`config.mk`:
```
export PLATFORM = sky130hd
export DESIGN_NAME = key_press_sequencer
export DESIGN_NICKNAME = d
export VERILOG_FILES = /design/src/rtl/key_pkg.sv /design/src/rtl/key_cmd_fifo.sv /design/src/rtl/key_press_sequencer.sv
export SDC_FILE = /design/constraint.sdc
export NUM_CORES = 1
export LEC_CHECK = 0
export ABC_AREA = 1
export CORE_MARGIN = 4
export CORE_UTILIZATION = 30
export CTS_CLUSTER_DIAMETER = 80
export DETAILED_ROUTE_END_ITERATION = 8
export PLACE_DENSITY = 0.51
export SLEW_MARGIN = 5
export SYNTH_ARGS = -nofsm -noshare
export SYNTH_HDL_FRONTEND = slang
export SYNTH_SLANG_ARGS = --single-unit
```
`constraint.sdc`:
```
create_clock -name clk -period 2.16 [get_ports clk]
set_input_delay 0.216 -clock clk [delete_from_list [all_inputs] [get_ports clk]]
set_output_delay 0.216 -clock clk [all_outputs]
set_load 0.005 [all_outputs]
```
`src/rtl/key_pkg.sv`:
```
// Shared types for the key press sequencer: key code, 6x7 press matrix,
// sequencer states and the code-to-matrix decoder.
package key_pkg;
  localparam int KEY_COLS = 6;
  localparam int KEY_ROWS = 7;
  localparam int NUM_KEYS = 42;

  typedef logic [5:0] key_code_t;
  typedef logic [KEY_COLS-1:0][KEY_ROWS-1:0] key_matrix_t;
  typedef enum logic [1:0] {IDLE, PRESS, GAP} seq_state_e;

  // Bit index col*7+row equals the code itself because rows are the inner
  // dimension; codes >= 42 shift out and decode to an all-zero matrix.
  function automatic key_matrix_t code_to_matrix(input key_code_t code);
    logic [NUM_KEYS-1:0] w_flat;
    w_flat = NUM_KEYS'(1) << code;
    return key_matrix_t'(w_flat);
  endfunction
endpackage

```
`src/rtl/key_cmd_fifo.sv`:
```
// Small synchronous FIFO for queued key codes, with a flush for abort.
module key_cmd_fifo
  import key_pkg::*;
#(
  parameter int DEPTH = 8
) (
  input  logic                   clk,
  input  logic                   rst_n,
  input  logic                   push,
  input  logic                   pop,
  input  logic                   flush,
  input  key_code_t              wdata,
  output key_code_t              rdata,
  output logic                   full,
  output logic                   empty,
  output logic [$clog2(DEPTH):0] count
);
  localparam int AW = $clog2(DEPTH);

  key_code_t       r_mem [DEPTH];
  logic [AW-1:0]   r_wptr, r_rptr;
  logic [AW:0]     r_count;
  logic            w_push, w_pop;

  assign full   = (r_count == (AW+1)'(DEPTH));
  assign empty  = (r_count == '0);
  assign count  = r_count;
  assign rdata  = r_mem[r_rptr];
  assign w_push = push && !full;
  assign w_pop  = pop && !empty;

  always_ff @(posedge clk) begin
    if (w_push && !flush) r_mem[r_wptr] <= wdata;
  end

  always_ff @(posedge clk or negedge rst_n) begin
    if (!rst_n) begin
      r_wptr  <= '0;
      r_rptr  <= '0;
      r_count <= '0;
    end else if (flush) begin
      r_wptr  <= '0;
      r_rptr  <= '0;
      r_count <= '0;
    end else begin
      if (w_push) r_wptr <= r_wptr + 1'b1;
      if (w_pop)  r_rptr <= r_rptr + 1'b1;
      case ({w_push, w_pop})
        2'b10:   r_count <= r_count + 1'b1;
        2'b01:   r_count <= r_count - 1'b1;
        default: r_count <= r_count;
      endcase
    end
  end
endmodule

```
`src/rtl/key_press_sequencer.sv`:
```
// Turns queued key codes into timed press/gap events on the 6x7 key matrix
// driving the payphone keyboard emulator.
module key_press_sequencer
  import key_pkg::*;
#(
  parameter int PRESS_CYCLES = 2_000_000,
  parameter int GAP_CYCLES   = 1_500_000,
  parameter int FIFO_DEPTH   = 8
) (
  input  logic                        clk,
  input  logic                        rst_n,
  input  logic                        cmd_valid,
  output logic                        cmd_ready,
  input  logic [5:0]                  cmd_key,
  input  logic                        abort,
  output logic [5:0][6:0]             state,
  output logic                        busy,
  output logic                        err_pulse,
  output logic [$clog2(FIFO_DEPTH):0] fifo_count
);
  localparam int MAX_CYC = (PRESS_CYCLES > GAP_CYCLES) ? PRESS_CYCLES : GAP_CYCLES;
  localparam int TW      = $clog2(MAX_CYC + 1);
  localparam logic [TW-1:0] PRESS_LOAD = TW'(PRESS_CYCLES - 1);
  localparam logic [TW-1:0] GAP_LOAD   = TW'(GAP_CYCLES - 1);

  seq_state_e  r_fsm;
  key_matrix_t r_state;
  logic [TW-1:0] r_timer;
  logic        r_err;
  logic        w_full, w_empty, w_legal, w_xfer, w_push, w_pop;
  key_code_t   w_head;

  assign w_legal = (cmd_key < 6'(NUM_KEYS));
  assign w_xfer  = cmd_valid && !w_full && !abort;
  assign w_push  = w_xfer && w_legal;
  // A pop only happens where a new press can start: from IDLE or at gap end.
  assign w_pop   = !abort && !w_empty &&
                   ((r_fsm == IDLE) || ((r_fsm == GAP) && (r_timer == '0)));

  key_cmd_fifo #(.DEPTH(FIFO_DEPTH)) u_fifo (
    .clk   (clk),
    .rst_n (rst_n),
    .push  (w_push),
    .pop   (w_pop),
    .flush (abort),
    .wdata (cmd_key),
    .rdata (w_head),
    .full  (w_full),
    .empty (w_empty),
    .count (fifo_count)
  );

  always_ff @(posedge clk or negedge rst_n) begin
    if (!rst_n) begin
      r_fsm   <= IDLE;
      r_state <= '0;
      r_timer <= '0;
      r_err   <= 1'b0;
    end else begin
      r_err <= w_xfer && !w_legal;
      if (abort) begin
        r_fsm   <= GAP;
        r_timer <= GAP_LOAD;
        r_state <= '0;
      end else begin
        case (r_fsm)
          IDLE: if (w_pop) begin
            r_state <= code_to_matrix(w_head);
            r_timer <= PRESS_LOAD;
            r_fsm   <= PRESS;
          end
          PRESS: if (r_timer == '0) begin
            r_state <= '0;
            r_timer <= GAP_LOAD;
            r_fsm   <= GAP;
          end else begin
            r_timer <= r_timer - 1'b1;
          end
          GAP: if (r_timer != '0) begin
            r_timer <= r_timer - 1'b1;
          end else if (w_pop) begin
            r_state <= code_to_matrix(w_head);
            r_timer <= PRESS_LOAD;
            r_fsm   <= PRESS;
          end else begin
            r_fsm <= IDLE;
          end
          default: r_fsm <= IDLE;
        endcase
      end
    end
  end

  assign state     = r_state;
  assign err_pulse = r_err;
  assign cmd_ready = !w_full;
  assign busy      = (r_fsm != IDLE) || !w_empty;
endmodule

```
==> flow_summary.json, run 1 <==
{
  "clockPowerShare_pct": 27.5,
  "ys_seq_elements": 124,
  "finalNonFillerCells": 1087,
  "grt_overflow": 0,
  "fillCellCount": 1871,
  "post_synth_arst_share_pct": 61.3,
  "finish.instance_area_sq_um": 8630,
  "crit_fanout": 6,
  "critical_path.cell_chain": "inv_2, ha_4, inv_2, nor2_2, nand3_2, nor2_4, nand3_4, nand2_4, buf_6, nand2_8, nand2_4, nand3_4, buf_12, clkbuf_16, nand2_4, o31ai_2",
  "seq_area_sq_um": 3340,
  "final_critical_delay_including_setup_and_external_delays_ns": 2.17,
  "synth.avg_cell_area_sq_um": 8.94,
  "synth_fp_nets": 694,
  "fin_crit_share_pct": 101,
  "met2_usage_pct": 23.2,
  "grt_pass1_wl_mm": 26.4,
  "drtPass1Iterations": 7,
  "final_hold_viols": 0,
  "cp_common_cell": "sky130_fd_sc_hd__nand2_4",
  "final_max_slew_viol_count": 0,
  "relSlewSlack_pct": 65.0,
  "wirelength_mm": 16.7,
  "worst_setup_path_end_kind": "flop",
  "clk_path_buf_depth": 2,
  "top_post_synthesis_cells_by_area": "sky130_fd_sc_hd__dfrtp_1 32%, sky130_fd_sc_hd__edfxtp_1 24%, sky130_fd_sc_hd__nand2_1 9.3%",
  "placeableCoreArea_sq_um": 19600,
  "cap_viol_max_count": 0,
  "synth.yosys.seq_area_share_pct": 55.5,
  "layout-drive-gt1-share_pct": 25.7,
  "drcViolationCount": 0,
  "power_switching_share_pct": 39.2,
  "synthSimpleGateAreaFrac_pct": 21.8,
  "fin_setup_tns_ns": -0.0408,
  "antenna-diode-count": 0,
  "fin_worst_hold_slack_ns": 0.303,
  "clk_pin_slew_ns": 0.06,
  "cts_bufs_inserted": 17,
  "post_drt_via_cell_ratio": 4.83,
  "synth_mux_area_share_pct": 0,
  "synth_compound_gate_area_share_pct": 12.8,
  "num_io_pins": 59,
  "grt_antenna_before_repair": 0,
  "insertion_delay_ns": 0.42,
  "starting_density_of_the_core_pct": 30.8,
  "grt_use_total_pct": 14.9,
  "synth_fa_ha_area_share_pct": 2.08,
  "avgRoutedWirePerCell_um": 15.3,
  "critical_path_type": "reg -> reg",
  "final.setup.worst_slack_ns": -0.0111,
  "clock_sink_count": 124,
  "synthCells": 674,
  "ys_dominant_reg_cell": "sky130_fd_sc_hd__dfrtp_1",
  "critPathRequiredTime_ns": 2.46,
  "main_combinational_cell_family_by_area_after_synthesis": "simple AND/OR/NAND/NOR gates",
  "synth_area_leader_cell": "sky130_fd_sc_hd__dfrtp_1",
  "placed_area_sq_um": 7280,
  "synthDistinctLibCells": 43,
  "rows": 51,
  "leakage_power_nw": 3.67,
  "clk_root_buffer_cell": "sky130_fd_sc_hd__clkbuf_16",
  "syn2layout_area_growth_pct": 43.1,
  "gr-usage-met3_pct": 4.09,
  "place.detailed.hpwl_mm": 11.7,
  "crit_arrival_ns": 2.47,
  "number_of_h_tree_branching_levels": 4,
  "power.density_nw_per_um2": 1290,
  "synth_warnings": 0,
  "synthDominantCellAreaShare_pct": 31.5,
  "drt_iter0_drc": 370,
  "antenna_left": 0,
  "worst_pin_slew_ns": 0.524,
  "design.final.nets": 829,
  "failed_checks": "negative setup slack",
  "m1_gr_usage_pct": 20.5,
  "synthesis.area_sq_um": 6030,
  "p_sw_mw": 4.37,
  "multi_input_comb_area_sq_um": 2710,
  "cell_internal_pwr_mw": 6.79,
  "first_global_vias": 5132,
  "gp_congestion": 0.904,
  "pwr-share-comb_pct": 46.2,
  "result_of_the_run": "finished, violations left",
  "synth_edf_count": 48,
  "finClkSkew_ns": 0.00662,
  "seq_power_share_pct": 26.3,
  "peakVddDrop_mv": 0.637,
  "report.final.setup_viol": 7,
  "post-place-cells": 1033,
  "die-width_um": 150,
  "cpPeakStageDelay_ns": 0.39,
  "cts_tree": "yes",
  "worstHoldPathType": "in -> async",
  "grt-busiest-layer": "met2",
  "port_buffers": 58,
  "dieArea_sq_um": 22400,
  "area_share_of_xor_xnor_cells_in_the_synthesized_design_pct": 1.45,
  "timing.critical_path.slowest_stage_cell": "sky130_fd_sc_hd__dfrtp_1",
  "rsz_0062_raised_after_global_routing": "yes",
  "routed-via-count": 5245,
  "maximum_number_of_pins_on_one_net_before_global_route_repair": 43,
  "cp-start-kind": "flop",
  "die_height_um": 150,
  "fmaxAchievable_mhz": 461
}
[sequential cells by signal (all words and copies together), names as in the netlist]
name and flops:
u_fifo.r_wptr 3, r_fsm 2, u_fifo.r_mem 48, r_timer 21
state 42, u_fifo.r_rptr 3, u_fifo.count 4, err_pulse 1
[repair_timing]
action                                  CTS  global route
buffers inserted                          0            17
gates resized for setup                   6           115
endpoints found under the setup margin    8            69
cloned                                    0             5
pin swaps                                 1            27
endpoints found under the hold margin    34             0
hold buffers                              1             0
[per-layer routing]
layer	routed length (um)	share of wire, %	vias to the layer above
met3	789	4.7	19
met5	0	0	-
met2	7900	47	134
met1	7780	47	2535
li1	-	-	2557
met4	209	1.3	0
[final cells by class]
class	count	area share [%]
clock buffers	23	6.16
clock inverters	9	1.36
inverters	64	3.12
multi-input cells	465	31.4
flip-flops and latches	124	38.7
well taps	265	3.84
repair buffers	137	15.3
[through the flow]
step / power (mW) / util (%) / worst slack (ns)
2_1_floorplan: 5.45 / - / 0.0730
5_1_grt: 11.8 / 44.0 / -0.142
3_3_place_gp: 6.89 / 37.2 / -0.0133
4_1_cts: 10.1 / 40.6 / -0.0350
3_5_place_dp: 6.95 / 37.2 / -0.0541
6_report: 11.2 / 44.0 / -0.0111
[power groups by stage]
stage          clock, mW  combinational (mW)  sequential [mW]
4_1_cts             3.12                4.05             2.92
6_report            3.07                5.15             2.94
3_5_place_dp           0                3.99             2.96
5_1_grt             3.23                5.64             2.97
2_1_floorplan          0                2.52             2.93
3_3_place_gp           0                3.94             2.95
[cell usage in the layout, fill, tap and decap left out, types with 18 or more instances in the layout]
master	netlist	layout
sky130_fd_sc_hd__nand2_1	150	126
sky130_fd_sc_hd__clkdlybuf4s50_1	0	57
sky130_fd_sc_hd__clkbuf_16	0	22
sky130_fd_sc_hd__o21ai_1	46	31
sky130_fd_sc_hd__buf_4	3	64
sky130_fd_sc_hd__nor2_1	91	81
sky130_fd_sc_hd__o21ai_2	1	18
sky130_fd_sc_hd__dfrtp_1	76	76
sky130_fd_sc_hd__edfxtp_1	48	48
sky130_fd_sc_hd__inv_1	53	46
sky130_fd_sc_hd__nand3_1	41	34
sky130_fd_sc_hd__o21ai_0	30	28
[cells by family (layout without fill, tap and decap cells)]
logic type	after synthesis	count (layout)
simple gates	311	313
flops	124	124
xor+xnor	10	10
buf+inv	87	233
compound gates	132	132
fa+ha+maj	10	10
[critical path: cells and delay by family, from the launching register on]
kind                       cells  cell delay (ns)
AOI/OAI and AO/OA              1             0.05
DFF                            1             0.39
and+or+nand+nor                9             0.90
adders and majority gates      1             0.13
buffers and inverters          5             0.58
[Yosys cell counts, types with 6 or more instances]
| library cell | instances |
|---|---|
| sky130_fd_sc_hd__inv_1 | 53 |
| sky130_fd_sc_hd__o22ai_1 | 14 |
| sky130_fd_sc_hd__o211ai_1 | 8 |
| sky130_fd_sc_hd__nand4_1 | 7 |
| sky130_fd_sc_hd__buf_2 | 10 |
| sky130_fd_sc_hd__o21ai_0 | 30 |
| sky130_fd_sc_hd__edfxtp_1 | 48 |
| sky130_fd_sc_hd__a21oi_1 | 9 |
| sky130_fd_sc_hd__o21ai_1 | 46 |
| sky130_fd_sc_hd__a22oi_1 | 11 |
| sky130_fd_sc_hd__clkbuf_1 | 6 |
| sky130_fd_sc_hd__nand3_1 | 41 |
| sky130_fd_sc_hd__inv_2 | 8 |
| sky130_fd_sc_hd__dfrtp_1 | 76 |
| sky130_fd_sc_hd__o31ai_1 | 6 |
| sky130_fd_sc_hd__ha_1 | 10 |
| sky130_fd_sc_hd__nand2_1 | 150 |
| sky130_fd_sc_hd__nor2_1 | 91 |
| sky130_fd_sc_hd__xor2_1 | 8 |
[final timing paths]
kind / start / end / slack (ns) / cells after the start
min: rst_n / state[12]$_DFFE_PN0P_ / 0.30 / 2
max reg2reg: r_timer[1]$_DFFE_PN0P_ / state[12]$_DFFE_PN0P_ / -0.01 / 16
min reg2reg: state[34]$_DFFE_PN0P_ / state[34]$_DFFE_PN0P_ / 0.49 / 2
max: r_timer[1]$_DFFE_PN0P_ / state[12]$_DFFE_PN0P_ / -0.01 / 16
min in group clk: cmd_valid / err_pulse$_DFF_PN0_ / 0.40 / 3
max in group asynchronous: rst_n / u_fifo.r_wptr[1]$_DFFE_PN0P_ / 1.24 / 3
(Power assumes the default switching activity.)
==> inputs of run 2 (changes only) <==
--- a/config.mk
+++ b/config.mk
@@ -9,8 +9,10 @@
 export CORE_MARGIN = 4
 export CORE_UTILIZATION = 30
 export CTS_CLUSTER_DIAMETER = 80
+export CTS_CLUSTER_SIZE = 40
 export DETAILED_ROUTE_END_ITERATION = 8
-export PLACE_DENSITY = 0.51
+export DONT_BUFFER_PORTS = 1
+export PLACE_DENSITY = 0.46
 export SLEW_MARGIN = 5
 export SYNTH_ARGS = -nofsm -noshare
 export SYNTH_HDL_FRONTEND = slang
==> constraint.sdc (replaced) <==
create_clock -name clk -period 2.12 [get_ports clk]
set_input_delay 0.212 -clock clk [delete_from_list [all_inputs] [get_ports clk]]
set_output_delay 0.212 -clock clk [all_outputs]
set_load 0.005 [all_outputs]
==> run 2 against run 1 <==
  * The run still ends with negative setup slack left
  * Global-route usage is 0.13 points lower
  * Via count is 5.7% lower
  * Wire length is 0.13% lower
  * Critical endpoint is now state[31]$_DFFE_PN0P_
==> flow_summary.json, run 2 (synthesized netlist as in run 1, its figures left out) <==
{
  "antenna_left": 0,
  "peakVddDrop_mv": 0.565,
  "gp_congestion": 0.799,
  "cpPeakStageDelay_ns": 0.39,
  "final_critical_delay_including_setup_and_external_delays_ns": 2.13,
  "syn2layout_area_growth_pct": 26.2,
  "design.final.nets": 762,
  "dieArea_sq_um": 22400,
  "critical_path_cell_count": 13,
  "r2r.worst_path.cells": 13,
  "port_buffers": 0,
  "cap_viol_max_count": 0,
  "crit_fanout": 5,
  "fillCellCount": 1969,
  "first_global_vias": 4762,
  "final.setup.worst_slack_ns": -0.0100,
  "die-width_um": 150,
  "relSlewSlack_pct": 72.2,
  "power.density_nw_per_um2": 1350,
  "end_of_flow_core_utilization_pct": 38.8,
  "cp-start-kind": "flop",
  "final_max_slew_viol_count": 0,
  "whs_path_depth": 2,
  "clk_path_buf_depth": 2,
  "critPathRequiredTime_ns": 2.45,
  "drtPass1Iterations": 5,
  "avgRoutedWirePerCell_um": 16.3,
  "starting_density_of_the_core_pct": 30.8,
  "grt_pass1_wl_mm": 25.8,
  "final_hold_viols": 0,
  "die_height_um": 150,
  "critical_path.cell_chain": "inv_2, ha_4, inv_2, nor2_1, nand3_1, nor2_2, nand3_2, nand2_4, nand2_2, nand2_4, nand3_4, buf_4, o31ai_1",
  "result_of_the_run": "finished, violations left",
  "finClkSkew_ns": 0.0132,
  "crit_arrival_ns": 2.46,
  "grt_antenna_before_repair": 0,
  "worst_setup_path_end_kind": "flop",
  "clk_root_buffer_cell": "sky130_fd_sc_hd__clkbuf_16",
  "largest_register_ff_count": 48,
  "post-place-cells": 969,
  "mostFrequentLayoutCell": "sky130_fd_sc_hd__nand2_1",
  "timing.critical_path.slowest_stage_cell": "sky130_fd_sc_hd__dfrtp_1",
  "number_of_h_tree_branching_levels": 4,
  "layout_common_cells": "144 x sky130_fd_sc_hd__nand2_1, 86 x sky130_fd_sc_hd__nor2_1, 75 x sky130_fd_sc_hd__dfrtp_1",
  "fin_setup_tns_ns": -0.0159,
  "report.final.setup_viol": 2,
  "largest_register_by_flop_count": "u_fifo.r_mem",
  "cts_bufs_inserted": 17,
  "grt_use_total_pct": 14.8,
  "post_drt_via_cell_ratio": 4.85,
  "finalNonFillerCells": 1020,
  "fin_crit_share_pct": 100,
  "clock_sink_count": 124,
  "multi_input_comb_area_sq_um": 2450,
  "drcViolationCount": 0,
  "antenna-diode-count": 0,
  "leakage_power_nw": 3.27,
  "layout-drive-gt1-share_pct": 19.6,
  "drt_iter0_drc": 293,
  "fmaxAchievable_mhz": 469,
  "cts_tree": "yes",
  "seq_area_sq_um": 3340,
  "routed-via-count": 4946,
  "cp_num_buf_inv": 3,
  "grt_overflow": 0,
  "rows": 51,
  "num_io_pins": 59,
  "failed_checks": "negative setup slack",
  "rsz_0062_raised_after_global_routing": "yes",
  "wirelength_mm": 16.7,
  "critPathTopFamily": "simple AND/OR/NAND/NOR gates",
  "critical_path_type": "reg -> reg",
  "placeableCoreArea_sq_um": 19600,
  "maximum_number_of_pins_on_one_net_before_global_route_repair": 77,
  "place.detailed.hpwl_mm": 11.2,
  "insertion_delay_ns": 0.42,
  "clk_pin_slew_ns": 0.06,
  "worst_pin_slew_ns": 0.415,
  "worstHoldPathType": "in -> reg"
}
## run 2: routing by layer
| metal | wire (um) | vias to the layer above | track usage [%] |
|---|---|---|---|
| met2 | 8000 | 98 | 23.6 |
| met3 | 768 | 14 | 3.88 |
| met4 | 184 | 0 | 4.48 |
| li1 | - | 2427 | - |
| met5 | 0 | - | 0 |
| met1 | 7710 | 2407 | 19.7 |
## run 2: metrics by stage
| step | cell area (sq um) | power, mW | hold WS, ns | worst slack [ns] |
|---|---|---|---|---|
| final | 7610 | 10.3 | 0.0877 | -0.0100 |
| after global routing | 7610 | 11.0 | 0.111 | -0.179 |
| after CTS | 7400 | 9.89 | 0.0779 | -0.00667 |
| after detailed placement | 6630 | 6.85 | -0.0817 | -0.112 |
| after global placement | 6630 | 6.80 | -0.0797 | -0.0614 |
| after floorplan | 6030 | 5.56 | -0.0836 | 0.0330 |
## run 2: cell type report
type	count	share of cell area, %
Clock inverter	10	0.970
Tap cell	265	4.36
Sequential cell	124	43.9
Inverter	64	3.39
Multi-Input combinational cell	465	32.2
Timing Repair Buffer	70	8.29
Clock buffer	22	6.81
## run 2: where the power goes
part	switching, mW	leakage (nW)	internal (mW)
clock network	1.12	0.289	1.74
registers	0.221	1.43	2.77
logic	2.80	1.55	1.64
total	4.14	3.27	6.16
## run 2: what timing repair did
action / CTS / global route
endpoints found under the setup margin: 16 / 60
hold buffers: 10 / 0
setup buffers: 1 / 4
gates cloned: 0 / 4
pin swaps: 3 / 13
endpoints found under the hold margin: 133 / 0
gates resized for setup: 12 / 38
## run 2: worst paths after layout
kind	start	to	slack [ns]
min in group asynchronous	rst_n	err_pulse$_DFF_PN0_	0.33
worst min-delay path	abort	r_timer[9]$_DFFE_PN0P_	0.09
worst max register to register	r_timer[1]$_DFFE_PN0P_	state[31]$_DFFE_PN0P_	-0.01
worst max-delay path	r_timer[1]$_DFFE_PN0P_	state[31]$_DFFE_PN0P_	-0.01
max in group asynchronous	rst_n	u_fifo.r_rptr[0]$_DFFE_PN0P_	1.42
worst min register to register	state[29]$_DFFE_PN0P_	state[29]$_DFFE_PN0P_	0.51
==> inputs of run 3 (changes only) <==
--- a/config.mk
+++ b/config.mk
@@ -6,7 +6,7 @@
 export NUM_CORES = 1
 export LEC_CHECK = 0
 export ABC_AREA = 1
-export CORE_MARGIN = 4
+export CORE_MARGIN = 3
 export CORE_UTILIZATION = 30
 export CTS_CLUSTER_DIAMETER = 80
 export CTS_CLUSTER_SIZE = 40
==> run 3 against run 2 <==
  * The run still ends with negative setup slack left
  * Clock skew down 0.0040 ns
  * Combinational power up 13%
  * Wire length up 0.35%
  * Critical path depth up 5
  * Via count about the same
  * Sequential power about the same
  * First-iteration DRC count down 2.4%
  * Highest routed layer unchanged
==> flow_summary.json, run 3 (synthesized netlist as in run 1, its figures left out) <==
{
  "peakVddDrop_mv": 0.650,
  "largest_register_ff_count": 48,
  "final_max_slew_viol_count": 0,
  "grt_pass1_wl_mm": 26.6,
  "p_sw_mw": 4.46,
  "number_of_h_tree_branching_levels": 4,
  "post_drt_via_cell_ratio": 4.78,
  "pwr-share-comb_pct": 46.2,
  "post-place-cells": 978,
  "grt_antenna_before_repair": 0,
  "mostFrequentLayoutCell": "sky130_fd_sc_hd__nand2_1",
  "critPathRequiredTime_ns": 2.41,
  "syn2layout_area_growth_pct": 32.5,
  "final.setup.worst_slack_ns": -0.0751,
  "grt_use_total_pct": 15.4,
  "clk_path_buf_depth": 2,
  "r2r.worst_path.cells": 18,
  "starting_density_of_the_core_pct": 30.8,
  "wirelength_mm": 16.7,
  "antenna-diode-count": 0,
  "worst_setup_path_end_kind": "flop",
  "first_global_vias": 4987,
  "design.final.nets": 776,
  "clockPowerShare_pct": 26.5,
  "largest_register_by_flop_count": "u_fifo.r_mem",
  "cts_bufs_inserted": 17,
  "die-width_um": 148,
  "finClkSkew_ns": 0.00912,
  "clk_root_buffer_cell": "sky130_fd_sc_hd__clkbuf_16",
  "power_switching_share_pct": 40.8,
  "crit_fanout": 3,
  "maximum_number_of_pins_on_one_net_before_global_route_repair": 77,
  "rows": 51,
  "leakage_power_nw": 3.42,
  "fin_crit_share_pct": 104,
  "failed_checks": "negative setup slack",
  "whs_path_depth": 3,
  "dieArea_sq_um": 21800,
  "drt_iter0_drc": 286,
  "fmaxAchievable_mhz": 456,
  "clock_sink_count": 124,
  "final_hold_viols": 0,
  "clk_pin_slew_ns": 0.06,
  "crit-reg2reg-launch": "r_timer[0]$_DFFE_PN0P_",
  "minimum_setup_slack_after_placement_ns": -0.119,
  "worstHoldPathType": "in -> reg",
  "fin_total_pwr_mw": 10.9,
  "cts_tree": "yes",
  "relSlewSlack_pct": 72.3,
  "crit_arrival_ns": 2.49,
  "place.detailed.hpwl_mm": 11.6,
  "final_critical_delay_including_setup_and_external_delays_ns": 2.20,
  "port_buffers": 0,
  "critical_path_type": "reg -> reg",
  "end_of_flow_core_utilization_pct": 40.8,
  "drtPass1Iterations": 4,
  "grt_overflow": 0,
  "antenna_left": 0,
  "worst_pin_slew_ns": 0.415,
  "result_of_the_run": "finished, violations left",
  "min_delay_worst_endpoint": "r_timer[5]$_DFFE_PN0P_",
  "finalNonFillerCells": 1034,
  "fin_worst_hold_slack_ns": 0.113,
  "cell_internal_pwr_mw": 6.47,
  "rsz_0062_raised_after_global_routing": "yes",
  "routed-via-count": 4944,
  "seq_power_share_pct": 27.3,
  "cap_viol_max_count": 0,
  "gp_congestion": 0.885,
  "placeableCoreArea_sq_um": 19600,
  "cp-start-kind": "flop",
  "avgRoutedWirePerCell_um": 16.2,
  "insertion_delay_ns": 0.42,
  "reg2reg_slack_ns": -0.08,
  "report.final.setup_viol": 37,
  "drcViolationCount": 0,
  "num_io_pins": 59,
  "power.density_nw_per_um2": 1370,
  "min-delay-start": "abort",
  "layout_common_cells": "130 x sky130_fd_sc_hd__nand2_1, 82 x sky130_fd_sc_hd__nor2_1, 75 x sky130_fd_sc_hd__dfrtp_1",
  "timing.rr.end": "u_fifo.count[2]$_DFFE_PN0P_",
  "layout-drive-gt1-share_pct": 27.0,
  "die_height_um": 148
}
==> run 3: through the flow <==
step	cell area, sq um	TNS (ns)
CTS	7540	-0.800
floorplan	6030	0
detailed placement	6710	-0.702
global route	7990	-8.84
finish	7990	-1.18
global placement	6710	-0.0580
==> run 3: worst max-delay path, cell delays in order, from the launching register on <==
cell and delay [ns]:
sky130_fd_sc_hd__dfrtp_1 0.39, sky130_fd_sc_hd__inv_2 0.09, sky130_fd_sc_hd__ha_4 0.13, sky130_fd_sc_hd__inv_2 0.03, sky130_fd_sc_hd__nor2_2 0.09, sky130_fd_sc_hd__nand3_1 0.08, sky130_fd_sc_hd__nor2_2 0.17, sky130_fd_sc_hd__nand3_2 0.14
sky130_fd_sc_hd__nand2_4 0.11, sky130_fd_sc_hd__nand3_4 0.09, sky130_fd_sc_hd__buf_6 0.15, sky130_fd_sc_hd__nand2_4 0.05, sky130_fd_sc_hd__nand2_2 0.06, sky130_fd_sc_hd__inv_2 0.06, sky130_fd_sc_hd__ha_4 0.11, sky130_fd_sc_hd__inv_2 0.03
sky130_fd_sc_hd__nand2_2 0.05, sky130_fd_sc_hd__xor2_1 0.15, sky130_fd_sc_hd__o22ai_1 0.10
==> run 3: worst max-delay path by stage <==
stage / start / to / cells after the start
after global placement: r_timer[0]$_DFFE_PN0P_ / u_fifo.count[2]$_DFFE_PN0P_ / 18
after detailed placement: r_timer[0]$_DFFE_PN0P_ / u_fifo.count[2]$_DFFE_PN0P_ / 18
after global routing: r_timer[0]$_DFFE_PN0P_ / u_fifo.count[2]$_DFFE_PN0P_ / 17
after CTS: r_timer[0]$_DFFE_PN0P_ / state[14]$_DFFE_PN0P_ / 16
after floorplan: r_timer[0]$_DFFE_PN0P_ / u_fifo.count[3]$_DFFE_PN0P_ / 17
final: r_timer[0]$_DFFE_PN0P_ / u_fifo.count[2]$_DFFE_PN0P_ / 18
==> run 3: layer usage <==
layer,up-vias,share of wire (%),track usage (%)
met4,0,1.1,4.94
met1,2400,46,20.4
met3,16,4.3,3.86
met5,-,0,0
met2,86,49,24.8
li1,2442,-,-
==> run 3: final cells by class <==
class / instances / area (sq um)
clock buffers: 19 / 464
clock inverters: 13 / 125
fillers: 1949 / 11600
inverters: 64 / 269
multi-input cells: 464 / 2660
flip-flops and latches: 124 / 3340
well taps: 265 / 332
repair buffers: 85 / 791
==> run 3: timing repair <==
| item | CTS | global route |
|---|---|---|
| endpoints found under the setup margin | 47 | 67 |
| endpoints found under the hold margin | 134 | 8 |
| setup buffers | 5 | 10 |
| cloned | 1 | 1 |
| hold buffers | 9 | 1 |
| gates resized for setup | 21 | 101 |
| pin swaps | 8 | 34 |
==> run 3: power by group through the flow <==
stage | Combinational (mW) | Clock [mW] | Sequential [mW]
6_report | 5.05 | 2.90 | 2.98
5_1_grt | 5.59 | 3.06 | 3.01
4_1_cts | 4.24 | 2.97 | 2.98
3_5_place_dp | 3.95 | 0 | 3.02
3_3_place_gp | 3.88 | 0 | 3.01
2_1_floorplan | 2.57 | 0 | 2.99
